<file path="src/rtl/pipelined_barrel_shifter.sv">
// Pipelined barrel shifter: one power-of-two shift stage per register, valid/ready on both sides.
// Modes: 00 arith-right, 01 logical-right, 10 logical-left, 11 rotate-right; tag rides along.
module pipelined_barrel_shifter #(
  parameter int unsigned WIDTH   = 16,
  parameter int unsigned SHIFT_W = 4,
  parameter int unsigned TAG_W   = 4
) (
  input  logic               clk,
  input  logic               rst,
  input  logic               in_valid,
  output logic               in_ready,
  input  logic [WIDTH-1:0]   in_data,
  input  logic [SHIFT_W-1:0] in_shift,
  input  logic [1:0]         in_mode,
  input  logic [TAG_W-1:0]   in_tag,
  output logic               out_valid,
  input  logic               out_ready,
  output logic [WIDTH-1:0]   out_data,
  output logic [TAG_W-1:0]   out_tag
);

  logic [SHIFT_W-1:0]              v;
  logic [SHIFT_W-1:0][WIDTH-1:0]   data;
  logic [SHIFT_W-1:0][SHIFT_W-1:0] amt;
  logic [SHIFT_W-1:0][1:0]         mode;
  logic [SHIFT_W-1:0][TAG_W-1:0]   tag;
  logic [SHIFT_W:0]                adv;

  // A stage may load if it is empty or its contents move on this cycle.
  always_comb begin
    adv          = '0;
    adv[SHIFT_W] = out_ready;
    for (int k = int'(SHIFT_W) - 1; k >= 0; k--) begin
      adv[k] = !v[k] || adv[k+1];
    end
  end

  assign in_ready = adv[0];

  for (genvar k = 0; k < SHIFT_W; k++) begin : g_stage
    localparam int unsigned Step = 1 << k;
    localparam int unsigned Rot  = Step % WIDTH;

    logic               src_v;
    logic [WIDTH-1:0]   src_d;
    logic [SHIFT_W-1:0] src_a;
    logic [1:0]         src_m;
    logic [TAG_W-1:0]   src_t;
    logic [WIDTH-1:0]   asr, lsr, lsl, ror, shifted;
    logic               v_q;
    logic [WIDTH-1:0]   data_q;
    logic [SHIFT_W-1:0] amt_q;
    logic [1:0]         mode_q;
    logic [TAG_W-1:0]   tag_q;

    if (k == 0) begin : g_head
      assign src_v = in_valid && in_ready;
      assign src_d = in_data;
      assign src_a = in_shift;
      assign src_m = in_mode;
      assign src_t = in_tag;
    end else begin : g_body
      assign src_v = v[k-1];
      assign src_d = data[k-1];
      assign src_a = amt[k-1];
      assign src_m = mode[k-1];
      assign src_t = tag[k-1];
    end

    if (Step >= WIDTH) begin : g_sat
      assign asr = {WIDTH{src_d[WIDTH-1]}};
      assign lsr = '0;
      assign lsl = '0;
    end else begin : g_part
      assign asr = $signed(src_d) >>> Step;
      assign lsr = src_d >> Step;
      assign lsl = src_d << Step;
    end

    if (Rot == 0) begin : g_rot_id
      assign ror = src_d;
    end else begin : g_rot
      assign ror = (src_d >> Rot) | (src_d << (WIDTH - Rot));
    end

    always_comb begin
      shifted = src_d;
      if (src_a[k]) begin
        unique case (src_m)
          2'b00:   shifted = asr;
          2'b01:   shifted = lsr;
          2'b10:   shifted = lsl;
          default: shifted = ror;
        endcase
      end
    end

    always_ff @(posedge clk or posedge rst) begin
      if (rst) begin
        v_q    <= 1'b0;
        data_q <= '0;
        amt_q  <= '0;
        mode_q <= '0;
        tag_q  <= '0;
      end else if (adv[k]) begin
        v_q <= src_v;
        // Fields only change on a real transfer so the output word holds while empty.
        if (src_v) begin
          data_q <= shifted;
          amt_q  <= src_a;
          mode_q <= src_m;
          tag_q  <= src_t;
        end
      end
    end

    assign v[k]    = v_q;
    assign data[k] = data_q;
    assign amt[k]  = amt_q;
    assign mode[k] = mode_q;
    assign tag[k]  = tag_q;
  end

  assign out_valid = v[SHIFT_W-1];
  assign out_data  = data[SHIFT_W-1];
  assign out_tag   = tag[SHIFT_W-1];

  // Low amount bits and the last stage's amount/mode are not consumed downstream.
  logic unused_bits;
  assign unused_bits = ^{amt, mode};

endmodule

</file>
<file path="config.mk">
export PLATFORM = sky130hd
export DESIGN_NAME = pipelined_barrel_shifter
export DESIGN_NICKNAME = d
export VERILOG_FILES = /design/src/rtl/pipelined_barrel_shifter.sv
export SDC_FILE = /design/constraint.sdc
export NUM_CORES = 1
export LEC_CHECK = 0
export ABC_AREA = 1
export CAP_MARGIN = 5
export CORE_UTILIZATION = 25
export CTS_BUF_LIST = sky130_fd_sc_hd__clkbuf_4
export CTS_CLUSTER_DIAMETER = 150
export DETAILED_ROUTE_END_ITERATION = 10
export GPL_ROUTABILITY_DRIVEN = 0
export PLACE_DENSITY = 0.46
export SLEW_MARGIN = 20
export SYNTH_ARGS = -nofsm -noshare
export SYNTH_HDL_FRONTEND = slang
export SYNTH_SLANG_ARGS = --single-unit
</file>
<file path="constraint.sdc">
create_clock -name clk -period 7.41 [get_ports clk]
set_input_delay 0.741 -clock clk [delete_from_list [all_inputs] [get_ports clk]]
set_output_delay 0.741 -clock clk [all_outputs]
set_load 0.05 [all_outputs]
</file>
# ---- After elaboration in Yosys (flattened, before gate mapping)
# Index checks and enable logic that the tools add are counted.
dict set report op_classes {
  reduce_logical 17
  magnitude_cmp 0
  multipliers 0
  muxes 8
  n_eq_ne 8
  n_div 0
  add_sub_neg 0
  shift 0
  bitwise_logic 4
}
# cell count
set op_table {}
lappend op_table {{$pmux W16 S3} 4}
lappend op_table {{$mux W16} 4}
lappend op_table {{$or A12 B16 Y16} 1}
lappend op_table {{$or A14 B16 Y16} 1}
lappend op_table {{$or A15 B16 Y16} 1}
lappend op_table {{$or A8 B16 Y16} 1}
lappend op_table {{$eq A2 B1 Y1 const B} 4}
lappend op_table {{$eq A2 B2 Y1 const B} 4}
lappend op_table {{$logic_not A2 Y1} 4}
lappend op_table {{$reduce_and A2 Y1} 4}
lappend op_table {{$logic_not A1 Y1} 4}
lappend op_table {{$logic_or A1 B1 Y1} 4}
lappend op_table {{$logic_and A1 B1 Y1} 1}
dict set report totals {
  output_inout_bits 22
  reg_bits 102
  n_memories 0
  romBits 0
  mem_bits_rw 0
  input_bits 30
  latch_bits 0
  elab_cells 55
}

# ---- Longest topological paths before layout
# Gate-level depths: netlist of the first run.
dict set report depth {
  depth_word 7
  mapped_depth 8
  ltp_nobuf 7
}

# ---- Least setup slack after synthesis of the first run
# OpenSTA, ideal clock, no wires.
dict set report synth_path {
  path_kind {register to output}
  start {reg g_stage[3].v_q, in the netlist out_valid}
  end {out in_ready}
  setup_slack_ns 5.320
  arrival_time_ns 1.349
  n_path_buf 1
  path_stages_with_launch 5
  cell_sequence {dfrtp_1 inv_1 nor2_4 nand4_2 buf_2}
}
dict set report synth_via {
  elab_chain_len 5
}
# element line
set synth_lines {}
lappend synth_lines {{from (decl)} 50} ;# logic v_q;
lappend synth_lines {{from (signal assigned)} 106} ;# v_q <= src_v;
lappend synth_lines {{$logic_not A1 Y1} 34} ;# adv[k] = !v[k] || adv[k+1];
lappend synth_lines {{$logic_or A1 B1 Y1 (4 in series)} 34}
lappend synth_lines {{to (decl)} 11} ;# output logic in_ready,
# Every way passes these cells.

# ---- Final worst setup path of the first run
dict set report layout_path {
  start {in out_ready}
  end {out in_ready}
}
dict set report layout_via {
  elab_chain_len 4
}
# element line
set layout_lines {}
lappend layout_lines {{from (decl)} 17} ;# input logic out_ready,
lappend layout_lines {{$logic_or A1 B1 Y1 (4 in series)} 34}
# Every way passes these cells.

==> impl_metrics.py, run 1 <==
metrics = {
    "status": {
        "status": "finished clean",
    },
    "detailed_routing": {
        "routed_via_density": 4.30,
        "vias": 4511,
        "dr.pass1.iters": 6,
        "drc": 0,
        "routed_wl_um": 12800,
        "drtIter0Drc": 217,
        "ant_nets": 0,
        "wire_per_inst_um": 12.2,
    },
    "power_and_ir_drop": {
        "powerDensity_nw_per_um2": 317,
        "ir_drop_mv": 0.0704,
        "p_leak_nw": 3.10,
    },
    "placement": {
        "port_buffers": 51,
        "place_inst": 1031,
        "place_area_um2": 5850,
        "hpwl_um": 8980,
    },
    "die": {
        "num_rows": 52,
        "die_x_um": 147,
        "ios": 52,
        "die_h_um": 147,
        "core_area_um2": 20400,
        "die-area_um2": 21500,
        "initial_utilization_pct": 25.7,
    },
    "timing": {
        "rsz0062_at_grt": "false",
        "worst_pin_slew_ns": 0.940,
        "fin_tns_setup_ns": 0,
        "fin_skew_ns": 0.0213,
        "slew_headroom_pct": 37.4,
        "finalSetupViolCount": 0,
        "final-max-slew-violation-count": 0,
        "holdWs_ns": 0.475,
        "post-route-min-period_ns": 3.38,
        "fmax_mhz": 296,
        "period_share_pct": 45.6,
        "hold_viol_final": 0,
    },
    "synthesis": {
        "synth_edf_count": 0,
        "synth_area_um2": 5230,
        "syn_area_per_cell_um2": 7.00,
        "yosysSeqAreaShare_pct": 46.0,
        "synth_warnings": 0,
        "syn_inst": 747,
        "async_reset_ff_share_pct": 100,
        "synth_ff_type": "dfrtp_1",
        "ys_ff_latch": 96,
        "synth_nets": 777,
        "yosys.cell_types.count": 23,
    },
    "global_route": {
        "grt_pass1_wl_um": 22300,
        "gr-total-overflow": 0,
        "grt_max_degree": 79,
        "track_usage_pct": 12.8,
        "antenna_found_initial": 1,
        "first_global_vias": 4447,
    },
    "layout": {
        "fill_cells": 2307,
        "design_area_um2": 5990,
        "layout-drive-gt1-share_pct": 4.76,
        "layout.nets": 802,
        "final_cell_mix": "nand2_1 (344), dfrtp_1 (96), nand3_1 (85), inv_1 (67), clkdlybuf4s50_1 (51)",
        "multi_input_area_um2": 2310,
        "final_common_cell": "nand2_1",
        "fin_cells": 1049,
        "register_area_um2": 2400,
        "synthToLayoutAreaGrowth_pct": 14.6,
        "final_util_pct": 29.4,
    },
    "critical_path": {
        "regToRegEndpoint": "g_stage[1].data_q[1]",
        "reg2regPathDepth": 5,
        "cp_num_buf_inv": 2,
        "critPathSlowestCell": "clkdlybuf4s50_1",
        "worstPathArrival_ns": 2.64,
        "cp-end-kind": "output pin",
        "cp_max_fo": 13,
        "path_common_cell": "clkdlybuf4s50_1",
        "max_stage_delay_ns": 0.87,
        "worstReg2RegStart": "g_stage[1].v_q",
        "required_ns": 6.67,
        "cp_cell_sequence": "clkdlybuf4s50_1, nor2_4, nand4_2, clkdlybuf4s50_1",
        "reg2reg_slack_ns": 5.47,
        "crit_path_start_kind": "input pin",
        "worstSetupPathType": "in -> out",
        "crit_family": "buffers and inverters",
    },
    "min_path": {
        "hold_depth": 2,
        "hp-class": "reg -> reg",
        "worst_hold_path.endpoint": "g_stage[1].amt_q[2]",
        "hold_start": "g_stage[0].amt_q[2]",
    },
    "cts": {
        "cts-root-buf": "clkbuf_4",
        "cts_tree": "yes",
        "cts_resized": 0,
        "postCtsSetupBuffers": 0,
        "cts_hold_buf": 0,
        "cts.path.max_buffers": 2,
        "path_clk_slew_ns": 0.14,
        "clock-sinks": 96,
        "clk_latency_ns": 0.47,
        "h-tree-depth": 3,
        "cts_buffers": 9,
    },
    "run": {
        "cap_violations": 0,
    },
}
==> final cells by class <==
class | count | area share [%]
repair buffers | 53 | 8.83
inverters | 72 | 4.55
clock buffers | 12 | 1.50
flip-flops and latches | 96 | 40.1
well taps | 270 | 5.64
diodes | 2 | 0.0835
multi-input cells | 540 | 38.5
clock inverters | 4 | 0.752
==> cells in the mapped netlist, types with 5 or more instances <==
cell | n | area share [%]
nand2_1 | 344 | 25
dfrtp_1 | 96 | 46
nand3_1 | 85 | 8.1
inv_1 | 68 | 4.9
nor2_1 | 43 | 3.1
a21oi_1 | 28 | 2.7
buf_2 | 16 | 1.5
o21ai_0 | 11 | 1.1
buf_4 | 7 | 1.0
buf_6 | 7 | 1.5
nand4_1 | 7 | 0.84
o21ai_2 | 7 | 1.2
clkbuf_1 | 5 | 0.36
==> logic make-up (layout without fill, tap and decap cells) <==
group | after synthesis | after routing | synth area share (%)
AO/OA/AOI/OAI | 51 | 51 | 5.55
flip-flops | 96 | 96 | 46.0
other | 0 | 2 | 0
buffers and inverters | 111 | 141 | 9.86
AND/OR/NAND/NOR | 489 | 489 | 38.6
==> stage by stage <==
| stage | total power [mW] | setup slack, ns |
|---|---|---|
| 4_1_cts | 1.93 | 3.99 |
| 2_1_floorplan | 1.40 | 4.16 |
| 5_1_grt | 2.07 | 3.95 |
| 6_report | 1.90 | 4.03 |
| 3_3_place_gp | 1.63 | 4.00 |
| 3_5_place_dp | 1.63 | 3.99 |
==> how the worst max path moves through the flow <==
stage              start                   to  cells after the start
6_report       out_ready             in_ready                      4
3_5_place_dp   out_ready             in_ready                      4
2_1_floorplan        rst  g_stage[0].amt_q[1]                      1
3_3_place_gp   out_ready             in_ready                      4
4_1_cts        out_ready             in_ready                      4
5_1_grt        out_ready             in_ready                      4
==> worst register-to-register path: stages, from the launching register on <==
cell	delay, ns
dfrtp_1	0.66
nand4_2	0.20
nand2_2	0.43
inv_2	0.32
nand2_1	0.18
o21ai_2	0.06
==> flip-flops by register name, summed over array words and instances (netlist names) <==
name and cells:
out_valid 1, g_stage.amt_q 6, g_stage.data_q 48, g_stage.mode_q 6
g_stage.v_q 3, out_tag 4, out_data 16, g_stage.tag_q 12
==> metal layers <==
metal  vias to the layer above  wire [um]  part of all wire (%)  GRT usage, %
met5                         -          0                     0             0
met4                         0         88                  0.69          2.97
met3                         7        348                   2.7          3.31
met2                        53       5820                    45          20.2
met1                      2080       6560                    51          17.3
li1                       2371          -                     -             -
==> power breakdown <==
| part | internal [mW] | total [mW] | switching [mW] |
|---|---|---|---|
| clock network | 0.113 | 0.287 | 0.175 |
| registers | 0.683 | 0.829 | 0.146 |
| logic | 0.263 | 0.781 | 0.517 |
Note: power is estimated with default switching activity, not from simulation.
==> inputs of run 2 (changes only) <==
Settings changed: PLACE_DENSITY 0.46 to 0.48.
Clock period 7.41 ns to 2.7 ns, I/O delays scaled along.
==> impl_metrics.py, run 2 (synthesis results as in run 1) <==
metrics = {
    "placement": {
        "place_inst": 1041,
        "port_buffers": 51,
        "hpwl_um": 8880,
    },
    "cts": {
        "cts_resized": 0,
        "cts_tree": "yes",
        "cts-root-buf": "clkbuf_4",
        "postCtsSetupBuffers": 0,
        "clock-sinks": 96,
        "cts_hold_buf": 0,
        "h-tree-depth": 3,
        "cts_buffers": 9,
        "clk_latency_ns": 0.48,
        "cts.path.max_buffers": 2,
        "path_clk_slew_ns": 0.15,
    },
    "detailed_routing": {
        "routed_wl_um": 12700,
        "drc": 0,
        "wire_per_inst_um": 12.0,
        "vias": 4546,
        "ant_nets": 0,
        "drtIter0Drc": 234,
        "dr.pass1.iters": 4,
        "routed_via_density": 4.30,
    },
    "critical_path": {
        "regToRegEndpoint": "out_data[14]",
        "worstReg2RegStart": "g_stage[2].amt_q[3]",
        "cp_max_fo": 4,
        "crit_path_start_kind": "flop",
        "cp_cell_sequence": "inv_1, nor2_4, nand4_2, clkdlybuf4s50_1",
        "reg2regPathDepth": 5,
        "reg2reg_slack_ns": 1.11,
        "max_stage_delay_ns": 0.82,
        "worstSetupPathType": "reg -> out",
        "critPathSlowestCell": "clkdlybuf4s50_1",
        "worstPathArrival_ns": 2.00,
        "required_ns": 2.43,
        "cp-end-kind": "output pin",
    },
    "timing": {
        "final-max-slew-violation-count": 0,
        "finalSetupViolCount": 0,
        "fmax_mhz": 440,
        "fin_skew_ns": 0.0210,
        "period_share_pct": 84.2,
        "fin_tns_setup_ns": 0,
        "hold_viol_final": 0,
        "slew_headroom_pct": 45.4,
        "rsz0062_at_grt": "false",
        "post-route-min-period_ns": 2.27,
        "worst_pin_slew_ns": 0.816,
    },
    "global_route": {
        "gr-total-overflow": 0,
        "antenna_found_initial": 1,
        "grt_max_degree": 97,
        "grt_pass1_wl_um": 22000,
        "first_global_vias": 4441,
        "track_usage_pct": 12.7,
    },
    "die": {
        "initial_utilization_pct": 25.7,
        "die_h_um": 147,
        "die-area_um2": 21500,
        "die_x_um": 147,
        "core_area_um2": 20400,
        "num_rows": 52,
        "ios": 52,
    },
    "power_and_ir_drop": {
        "switching_power_mw": 2.32,
        "seqPwrFrac_pct": 43.9,
        "p_int_mw": 2.81,
        "p_total_mw": 5.13,
        "powerDensity_nw_per_um2": 849,
        "power_frac_comb_pct": 42.8,
        "power.clock.fraction_pct": 13.3,
        "swShare_pct": 45.2,
        "p_leak_nw": 3.14,
        "ir_drop_mv": 0.237,
    },
    "layout": {
        "fill_cells": 2235,
        "layout-drive-gt1-share_pct": 5.98,
        "synthToLayoutAreaGrowth_pct": 15.7,
        "layout.nets": 812,
        "register_area_um2": 2400,
        "largest_register_ff_count": 48,
        "final_cell_mix": "nand2_1 (344), dfrtp_1 (96), nand3_1 (85), inv_1 (67), clkdlybuf4s50_1 (51)",
        "regMostFlops": "g_stage.data_q",
        "multi_input_area_um2": 2310,
        "fin_cells": 1057,
        "final_common_cell": "nand2_1",
    },
    "run": {
        "cap_violations": 0,
    },
    "status": {
        "status": "finished clean",
    },
    "min_path": {
        "hp-class": "in -> async",
    },
}
run 2: changes by cell type in the layout (fill, tap and decap cells not counted):
cell / change
diode_2: -1
clkinv_2: +1
clkinv_1: -1
clkinv_4: +1
buf_4: +10
clkbuf_4: -2
clkinvlp_4: +1
inv_4: -1
buf_6: -1
bufinv_16: -1
buf_12: +1
inv_6: +1
run 2: power by group through the flow:
stage                     clock network [mW]  logic, mW  registers, mW
final                                  0.683       2.20           2.25
after global routing                   0.778       2.46           2.33
after CTS                              0.731       2.22           2.26
after detailed placement                   0       2.21           2.29
after global placement                     0       2.21           2.29
after floorplan                            0       1.23           2.62
run 2: how the worst max path moves through the flow:
| stage | startpoint | endpoint | slack (ns) | cells past startpoint |
|---|---|---|---|---|
| 2_1_floorplan | out_valid | g_stage[0].amt_q[1] | 1.08 | 6 |
| 3_3_place_gp | out_ready | in_ready | 0.61 | 4 |
| 3_5_place_dp | out_ready | in_ready | 0.63 | 4 |
| 4_1_cts | out_valid | in_ready | 0.36 | 4 |
| 5_1_grt | out_valid | in_ready | 0.31 | 4 |
| 6_report | out_valid | in_ready | 0.43 | 4 |
run 2: cell type report:
cell class / instances / area share (%)
clock inverters: 5 / 0.559
repair buffers: 63 / 10.1
diodes: 1 / 0.0414
multi-input cells: 540 / 38.2
clock buffers: 10 / 1.24
inverters: 72 / 4.53
flip-flops and latches: 96 / 39.7
well taps: 270 / 5.59
run 2: critical path: cells and delay by family (launching register included):
family	cells	cell delay (ns)
simple gates	2	0.14
flops	1	0.45
buf+inv	2	0.93
run 2: layer usage:
metal  share of wire [%]  wire (um)  global-route usage, %
met1                  52       6570                   17.5
met2                  44       5530                   19.6
met3                 3.4        431                   2.78
met4                 1.3        167                   3.80
met5                   0          0                      0
run 2: stage by stage:
stage	setup WS, ns	instance area, um2	hold WS, ns	utilization (%)
global route	0.306	6050	0.305	29.7
finish	0.427	6050	0.255	29.7
global placement	0.615	5940	0.452	29.2
CTS	0.359	6050	0.283	29.7
floorplan	1.08	5230	0.392	-
detailed placement	0.625	5940	0.453	29.2
==> inputs of run 3 (changes only) <==
Settings changed: PLACE_DENSITY 0.48 to 0.46.
Clock period 2.7 ns to 2.2 ns, I/O delays scaled along.
==> impl_metrics.py, run 3 (synthesis results as in run 1) <==
metrics = {
    "global_route": {
        "antenna_found_initial": 1,
        "track_usage_pct": 12.9,
        "gr-total-overflow": 0,
        "grt_max_degree": 39,
        "first_global_vias": 4410,
        "grt_pass1_wl_um": 22700,
    },
    "layout": {
        "largest_register_ff_count": 48,
        "final_common_cell": "nand2_1",
        "multi_input_area_um2": 2310,
        "regMostFlops": "g_stage.data_q",
        "final_util_pct": 29.7,
        "layout.nets": 817,
        "fill_cells": 2299,
        "synthToLayoutAreaGrowth_pct": 15.7,
        "register_area_um2": 2400,
        "layout-drive-gt1-share_pct": 6.34,
        "final_cell_mix": "nand2_1 (344), dfrtp_1 (96), nand3_1 (85), inv_1 (67), clkdlybuf4s50_1 (50)",
    },
    "critical_path": {
        "cp_num_buf_inv": 1,
        "cp_cell_sequence": "clkdlybuf4s50_1",
        "reg2reg_slack_ns": 0.64,
        "critPathSlowestCell": "clkdlybuf4s50_1",
        "cp_max_fo": 4,
        "max_stage_delay_ns": 0.83,
        "reg2regPathDepth": 5,
        "worstPathArrival_ns": 1.71,
        "cp-end-kind": "output pin",
        "crit_family": "buffers and inverters",
        "worstSetupPathType": "reg -> out",
        "crit_path_start_kind": "flop",
        "path_depth": 1,
        "required_ns": 1.98,
    },
    "power_and_ir_drop": {
        "p_leak_nw": 3.15,
        "power_frac_comb_pct": 44.2,
        "power.clock.fraction_pct": 12.3,
        "p_total_mw": 6.25,
        "switching_power_mw": 2.79,
        "powerDensity_nw_per_um2": 1030,
        "p_int_mw": 3.45,
        "seqPwrFrac_pct": 43.5,
        "ir_drop_mv": 0.230,
        "swShare_pct": 44.7,
    },
    "timing": {
        "fmax_mhz": 519,
        "fin_tns_setup_ns": 0,
        "final-max-slew-violation-count": 0,
        "post-route-min-period_ns": 1.93,
        "worst_pin_slew_ns": 0.617,
        "setup_ws_ns": 0.274,
        "slew_headroom_pct": 58.8,
        "period_share_pct": 87.6,
        "finalSetupViolCount": 0,
        "hold_viol_final": 0,
        "rsz0062_at_grt": "false",
        "fin_skew_ns": 0.0148,
    },
    "cts": {
        "h-tree-depth": 3,
        "clock-sinks": 96,
        "postCtsSetupBuffers": 0,
        "cts_resized": 0,
        "path_clk_slew_ns": 0.14,
        "cts_buffers": 9,
        "cts-root-buf": "clkbuf_4",
        "clk_latency_ns": 0.46,
        "cts_tree": "yes",
        "cts.path.max_buffers": 2,
        "cts_hold_buf": 0,
    },
    "detailed_routing": {
        "drc": 0,
        "ant_nets": 0,
        "wire_per_inst_um": 12.1,
        "routed_wl_um": 12800,
        "routed_via_density": 4.22,
        "vias": 4475,
        "drtIter0Drc": 219,
        "dr.pass1.iters": 4,
    },
    "die": {
        "die_h_um": 147,
        "num_rows": 52,
        "die_x_um": 147,
        "die-area_um2": 21500,
        "core_area_um2": 20400,
        "ios": 52,
        "initial_utilization_pct": 25.7,
    },
    "placement": {
        "hpwl_um": 9230,
        "pre_cts_slack_ns": 0.436,
        "port_buffers": 51,
    },
    "run": {
        "cap_violations": 0,
    },
    "min_path": {
        "hp-class": "in -> async",
    },
    "status": {
        "status": "finished clean",
    },
}
run 3: cell types whose count changed in the layout (fill, tap and decap cells not counted), sizes merged:
cell / previous run / this run
clkdlybuf4s50: 51 / 50
clkinvlp: 2 / 1
inv: 72 / 71
buf: 12 / 18
run 3: layout make-up:
type / count / share of cell area (%)
repair buffers: 68 / 10.5
clock inverters: 3 / 0.207
clock buffers: 10 / 1.24
well taps: 270 / 5.58
inverters: 72 / 4.53
diodes: 1 / 0.0414
multi-input cells: 540 / 38.2
flip-flops and latches: 96 / 39.7
run 3: metrics by stage:
stage	hold slack, ns	cells	instance area (um2)
after global placement	0.453	1046	5960
after detailed placement	0.457	1046	5960
after global routing	0.163	1060	6050
after floorplan	0.342	747	5230
final	0.188	1060	6050
after CTS	0.158	1059	6050
run 3: power groups by stage:
stage / sequential [mW] / clock, mW / combinational [mW]
detailed placement: 2.76 / 0 / 2.78
global route: 2.80 / 0.904 / 3.11
CTS: 2.73 / 0.838 / 2.80
floorplan: 3.22 / 0 / 1.51
finish: 2.72 / 0.769 / 2.76
global placement: 2.76 / 0 / 2.78
run 3: path summary, 6_finish.rpt:
| kind | from | end |
|---|---|---|
| setup / recovery | out_valid | out_valid |
| hold / removal | rst | out_valid |
| setup reg to reg | g_stage[1].v_q | g_stage[0].data_q[1] |
| hold reg to reg | g_stage[2].tag_q[2] | out_tag[2] |
| max in group asynchronous | rst | g_stage[1].data_q[5] |
| min in group clk | in_tag[2] | g_stage[0].tag_q[2] |
run 3: tightest hold or removal path: stages:
cell	delay (ns)
clkdlybuf4s50_1	0.44
clkinvlp_4	0.10
buf_4	0.30
run 3: metal layers:
metal / vias to the layer above / global-route usage, % / routed length, um
met5: - / 0 / 0
met4: 0 / 3.07 / 104
met3: 7 / 2.94 / 319
met2: 61 / 20.3 / 5720
met1: 2009 / 17.9 / 6640
li1: 2398 / - / -
